===== config.mk =====
export PLATFORM = sky130hd
export DESIGN_NAME = ahfp_norm_flat
export DESIGN_NICKNAME = d
export VERILOG_FILES = /design/src/rtl/ahfp_norm_if.sv /design/src/rtl/ahfp_norm.sv /design/src/flat_wrapper.sv
export SDC_FILE = /design/constraint.sdc
export NUM_CORES = 1
export LEC_CHECK = 0
export ABC_CLOCK_PERIOD_IN_PS = 2700
export BUFFER_PORTS_ARGS = -buffer_cell sky130_fd_sc_hd__clkbuf_2
export CAP_MARGIN = 30
export CORE_ASPECT_RATIO = 1.25
export CORE_UTILIZATION = 55
export DETAILED_ROUTE_END_ITERATION = 7
export GPL_ROUTABILITY_DRIVEN = 0
export PLACE_DENSITY_LB_ADDON = 0.1
export SLEW_MARGIN = 20
export SYNTH_ARGS = -nofsm -noshare
export SYNTH_HDL_FRONTEND = slang
export SYNTH_SLANG_ARGS = --single-unit

===== constraint.sdc =====
create_clock -name clk -period 2.7 [get_ports clk]
set_clock_uncertainty 0.05 [all_clocks]
set_input_delay 0.81 -clock clk [delete_from_list [all_inputs] [get_ports clk]]
set_output_delay 0.81 -clock clk [all_outputs]
set_load 0.03 [all_outputs]

===== src/rtl/ahfp_norm_if.sv =====
// Handshake and data bundle between the subtractor datapath and the normaliser.
// clk_en gates the whole normaliser; start/done form a multi-cycle request/complete pair.
interface ahfp_norm_if;
  logic        clk_en;
  logic        start;
  logic        in_sign;
  logic [7:0]  in_exp;
  logic [24:0] in_mant;
  logic [31:0] result;
  logic        done;

  modport master (
    output clk_en, start, in_sign, in_exp, in_mant,
    input  result, done
  );

  modport slave (
    input  clk_en, start, in_sign, in_exp, in_mant,
    output result, done
  );
endinterface


===== src/rtl/ahfp_norm.sv =====
// Multi-cycle normaliser: signed mantissa difference -> packed IEEE-754 single. Latency 2+s
// (serial) or 2/3 with AHFP_NORM_FAST_SHIFT_EN; start ignored outside IDLE, clk_en low freezes all state.
module ahfp_norm (
  input  logic        clk,
  input  logic        reset_n,
  ahfp_norm_if.slave  bus
);

  typedef enum logic [1:0] {
    IDLE = 2'd0,
    ABS  = 2'd1,
    NORM = 2'd2,
    DONE = 2'd3
  } state_t;

  state_t      state, state_d;
  logic        sgn_q, sgn_d;
  logic [7:0]  exp_q, exp_d;
  logic [24:0] mag_q, mag_d;
  logic [31:0] result_q, result_d;
  logic        done_q, done_d;

`ifdef AHFP_NORM_FAST_SHIFT_EN
  logic [4:0] lzc;
  logic [7:0] exp_m1;
  logic [7:0] shamt;

  // Shift is capped at exp-1 so an underflowing operand lands on exp==1 and flushes next cycle.
  always_comb begin
    lzc = 5'd24;
    for (int i = 0; i < 24; i++) begin
      if (mag_q[i]) lzc = 5'(23 - i);
    end
    exp_m1 = exp_q - 8'd1;
    shamt  = (exp_m1 < {3'd0, lzc}) ? exp_m1 : {3'd0, lzc};
  end
`endif

  always_comb begin
    state_d  = state;
    sgn_d    = sgn_q;
    exp_d    = exp_q;
    mag_d    = mag_q;
    result_d = result_q;
    done_d   = 1'b0;

    case (state)
      IDLE: begin
        if (bus.start) begin
          sgn_d   = bus.in_sign;
          exp_d   = bus.in_exp;
          mag_d   = bus.in_mant;
          state_d = ABS;
        end
      end

      ABS: begin
        mag_d   = mag_q[24] ? (~mag_q + 25'd1) : mag_q;
        sgn_d   = sgn_q ^ mag_q[24];
        state_d = NORM;
      end

      NORM: begin
        if (mag_q == 25'd0) begin
          result_d = 32'h0000_0000;
          done_d   = 1'b1;
          state_d  = DONE;
        end else if (exp_q == 8'hFF) begin
          result_d = {sgn_q, 8'hFF, 23'h0};
          done_d   = 1'b1;
          state_d  = DONE;
        end else if (mag_q[24]) begin
          // An exponent reaching 8'hFF here is caught by the infinity rule next cycle.
          mag_d = mag_q >> 1;
          exp_d = exp_q + 8'd1;
        end else if (mag_q[23]) begin
          result_d = {sgn_q, exp_q, mag_q[22:0]};
          done_d   = 1'b1;
          state_d  = DONE;
        end else if (exp_q <= 8'd1) begin
          result_d = 32'h0000_0000;
          done_d   = 1'b1;
          state_d  = DONE;
        end else begin
`ifdef AHFP_NORM_FAST_SHIFT_EN
          mag_d = mag_q << shamt[4:0];
          exp_d = exp_q - shamt;
`else
          mag_d = mag_q << 1;
          exp_d = exp_q - 8'd1;
`endif
        end
      end

      DONE: begin
        state_d = IDLE;
      end

      default: begin
        state_d = IDLE;
      end
    endcase
  end

  always_ff @(posedge clk or negedge reset_n) begin
    if (!reset_n) begin
      state    <= IDLE;
      sgn_q    <= 1'b0;
      exp_q    <= 8'd0;
      mag_q    <= 25'd0;
      result_q <= 32'h0000_0000;
      done_q   <= 1'b0;
    end else if (bus.clk_en) begin
      state    <= state_d;
      sgn_q    <= sgn_d;
      exp_q    <= exp_d;
      mag_q    <= mag_d;
      result_q <= result_d;
      done_q   <= done_d;
    end
  end

  assign bus.result = result_q;
  assign bus.done   = done_q;

endmodule


===== src/flat_wrapper.sv =====
// flat-port wrapper written by rule: the top's interface ports become plain ports
module ahfp_norm_flat 
  (clk, reset_n, bus_clk_en, bus_start, bus_in_sign, bus_in_exp, bus_in_mant, bus_result, bus_done);
  ahfp_norm_if bus_i ();
  input  logic clk;
  input  logic reset_n;
  input wire logic [$bits(bus_i.clk_en)-1:0] bus_clk_en;
  input wire logic [$bits(bus_i.start)-1:0] bus_start;
  input wire logic [$bits(bus_i.in_sign)-1:0] bus_in_sign;
  input wire logic [$bits(bus_i.in_exp)-1:0] bus_in_exp;
  input wire logic [$bits(bus_i.in_mant)-1:0] bus_in_mant;
  output wire logic [$bits(bus_i.result)-1:0] bus_result;
  output wire logic [$bits(bus_i.done)-1:0] bus_done;
  assign bus_i.clk_en = bus_clk_en;
  assign bus_i.start = bus_start;
  assign bus_i.in_sign = bus_in_sign;
  assign bus_i.in_exp = bus_in_exp;
  assign bus_i.in_mant = bus_in_mant;
  assign bus_result = bus_i.result;
  assign bus_done = bus_i.done;
  ahfp_norm u_core (.clk(clk), .reset_n(reset_n), .bus(bus_i));
endmodule

==> flow_summary.yaml <==
clock_network:
  cts_tree: "built"
  path_clk_slew_ns: 0.08
  post_cts_buffers: 0
  cts_hold_buf: 0
  cts_max_path_buffers: 2
  post_cts_resized: 0
  cts_made_buffers: 9
  h-tree-depth: 3
  insertion_delay_ns: 0.37
  cts_root_buf: "clkbuf_8"
  clock-sinks: 69
synthesis:
  synth_edf_count: 0
  ys_ff_latch: 69
  synthesis.area_um2: 4380
  yosys_warnings: 0
  ys_seq_area_frac: 0.395
  yosysUniqueCellTypes: 67
  async_flop_share: 1.00
  synth_flop_cell: "dfrtp_1"
  syn_avg_cell_area_um2: 8.17
  syn_inst: 536
  synth_fp_nets: 582
timing:
  report.final.hold_viol_count: 0
  post-route-min-period_ns: 2.52
  whs_ns: 0.353
  fmax_ghz: 0.396
  finalSetupTns_ns: 0
  drv_slew: 0
  grt_setup_unrepaired: "no"
  timing.final.ws_setup_ns: 0.177
  tightest_slew_ns: 0.678
  setup_violations: 0
  relSlewSlack: 0.547
  finalCritPeriodShare: 0.934
grt:
  antenna_found_initial: 0
  grt_pass1_vias: 3998
  grt_start_max_net_pins: 53
  grt_pass1_wl_mm: 20.0
  grt_overflow: 0
  gr-usage-all-layers: 0.319
setup_path:
  slowest_delay_ns: 0.61
  start_kind: "flop"
  cp_cell_sequence: "and3_1 -> nand4_1 -> a21boi_0 -> nand2_1 -> a22o_1 -> a221o_1"
  crit_type: "reg -> reg"
  cp.required_ns: 2.90
  crit_path_end_kind: "flop"
  cp_data_arrival_time_ns: 2.72
  crit_path_top_delay_cell: "a21boi_0"
  cp_max_fo: 10
routing:
  drt_pre_antenna_iters: 4
  routed_wl_mm: 12.3
  antenna_left: 0
  vias: 4328
  avgRoutedWirePerCell_um: 17.5
  drtIter0Drc: 305
  drcViolationCount: 0
  viasPerCell: 6.17
placed_design:
  io_buffers: 70
  preCtsSetupSlack_ns: 0.151
  dpl.hpwl_mm: 8.70
  placed_cells: 685
  placed_area_um2: 4860
pwr:
  power_mw: 6.76
  ir_worst_vdd_mv: 0.759
  p_per_area_nw_per_um2: 1330
  p_leak_nw: 2.27
floorplan:
  core_area_um2: 7750
  row_count: 36
  ioPinCount: 71
  start_util: 0.565
  fp.dieH_um: 102
  die-area_um2: 8320
  die_w_um: 81.8
cells_and_area:
  area_delta_synth_final_pct: 16.3
  final_cells: 701
  fin_nets: 647
  final_common_cell: "nand2_1"
  drive_above_1_share: 0.224
  fin_area_um2: 5090
  final_util: 0.657
  diodes: 0
  layout_common_cells: "99 x nand2_1, 69 x clkbuf_2, 69 x dfrtp_1"
worst_hold_path:
  hold_class: "in -> async"
job:
  maxCapViolations: 0
outcome:
  status: "finished clean"
## logic make-up after synthesis
family / share of synthesized area
AOI/OAI and AO/OA: 0.246
and+or+nand+nor: 0.220
adders and majority gates: 0.0229
DFF: 0.395
muxes: 0.0332
buffers and inverters: 0.0697
xor gates and xnor gates: 0.0140
## worst max-delay path: cells and delay by family (launching register included)
kind	cells	cell delay [ns]
flip-flops	1	0.53
AO/OA/AOI/OAI	3	1.13
AND/OR/NAND/NOR	3	0.70
## registers in the layout, indices dropped and copies added (netlist names)
name               count
u_core.sgn_q           1
u_core.state           2
u_core.mag_q          25
u_core.exp_q           8
u_core.bus.result     32
u_core.bus.done        1
## report_power, final
group	total, mW	switching (mW)	internal (mW)
logic	3.85	2.40	1.45
registers	2.01	0.548	1.46
clock network	0.908	0.448	0.460
total	6.76	3.39	3.37
## final timing paths
check	from	end	slack, ns	cells after the start
max	u_core.exp_q[3]	u_core.exp_q[2]	0.18	6
min	reset_n	u_core.exp_q[3]	0.35	1
max reg2reg	u_core.exp_q[3]	u_core.exp_q[2]	0.18	6
min reg2reg	u_core.bus.result[18]	u_core.bus.result[18]	0.44	2
max in group asynchronous	reset_n	u_core.bus.result[13]	1.61	2
min in group clk	u_core.bus.result[18]	u_core.bus.result[18]	0.44	2
## cell type report
type                            count  area [µm²]
Tap cell                           95         119
Multi-Input combinational cell    406        2370
Inverter                           15        56.3
Fill cell                         694        2660
Clock inverter                      6        70.1
Timing Repair Buffer              100         613
Sequential cell                    69        1730
Clock buffer                       10         138
## metal layers
metal,wire length (µm),vias up,track usage
li1,-,2057,-
met1,5180,2041,0.419
met2,5800,188,0.498
met3,791,42,0.0486
met4,526,0,0.181
met5,0,-,0
## cell usage after synthesis, drive strengths merged, types with 10 or more instances
| master | instances | area share |
|---|---|---|
| nand2 | 99 | 0.085 |
| nor4 | 11 | 0.017 |
| inv | 14 | 0.012 |
| o21ai | 78 | 0.089 |
| buf | 12 | 0.018 |
| mux2i | 10 | 0.023 |
| nor2 | 43 | 0.037 |
| clkbuf | 34 | 0.039 |
| nor3 | 19 | 0.024 |
| dfrtp | 69 | 0.39 |
| a21oi | 19 | 0.022 |
Power figures use the tool's default switching activity.
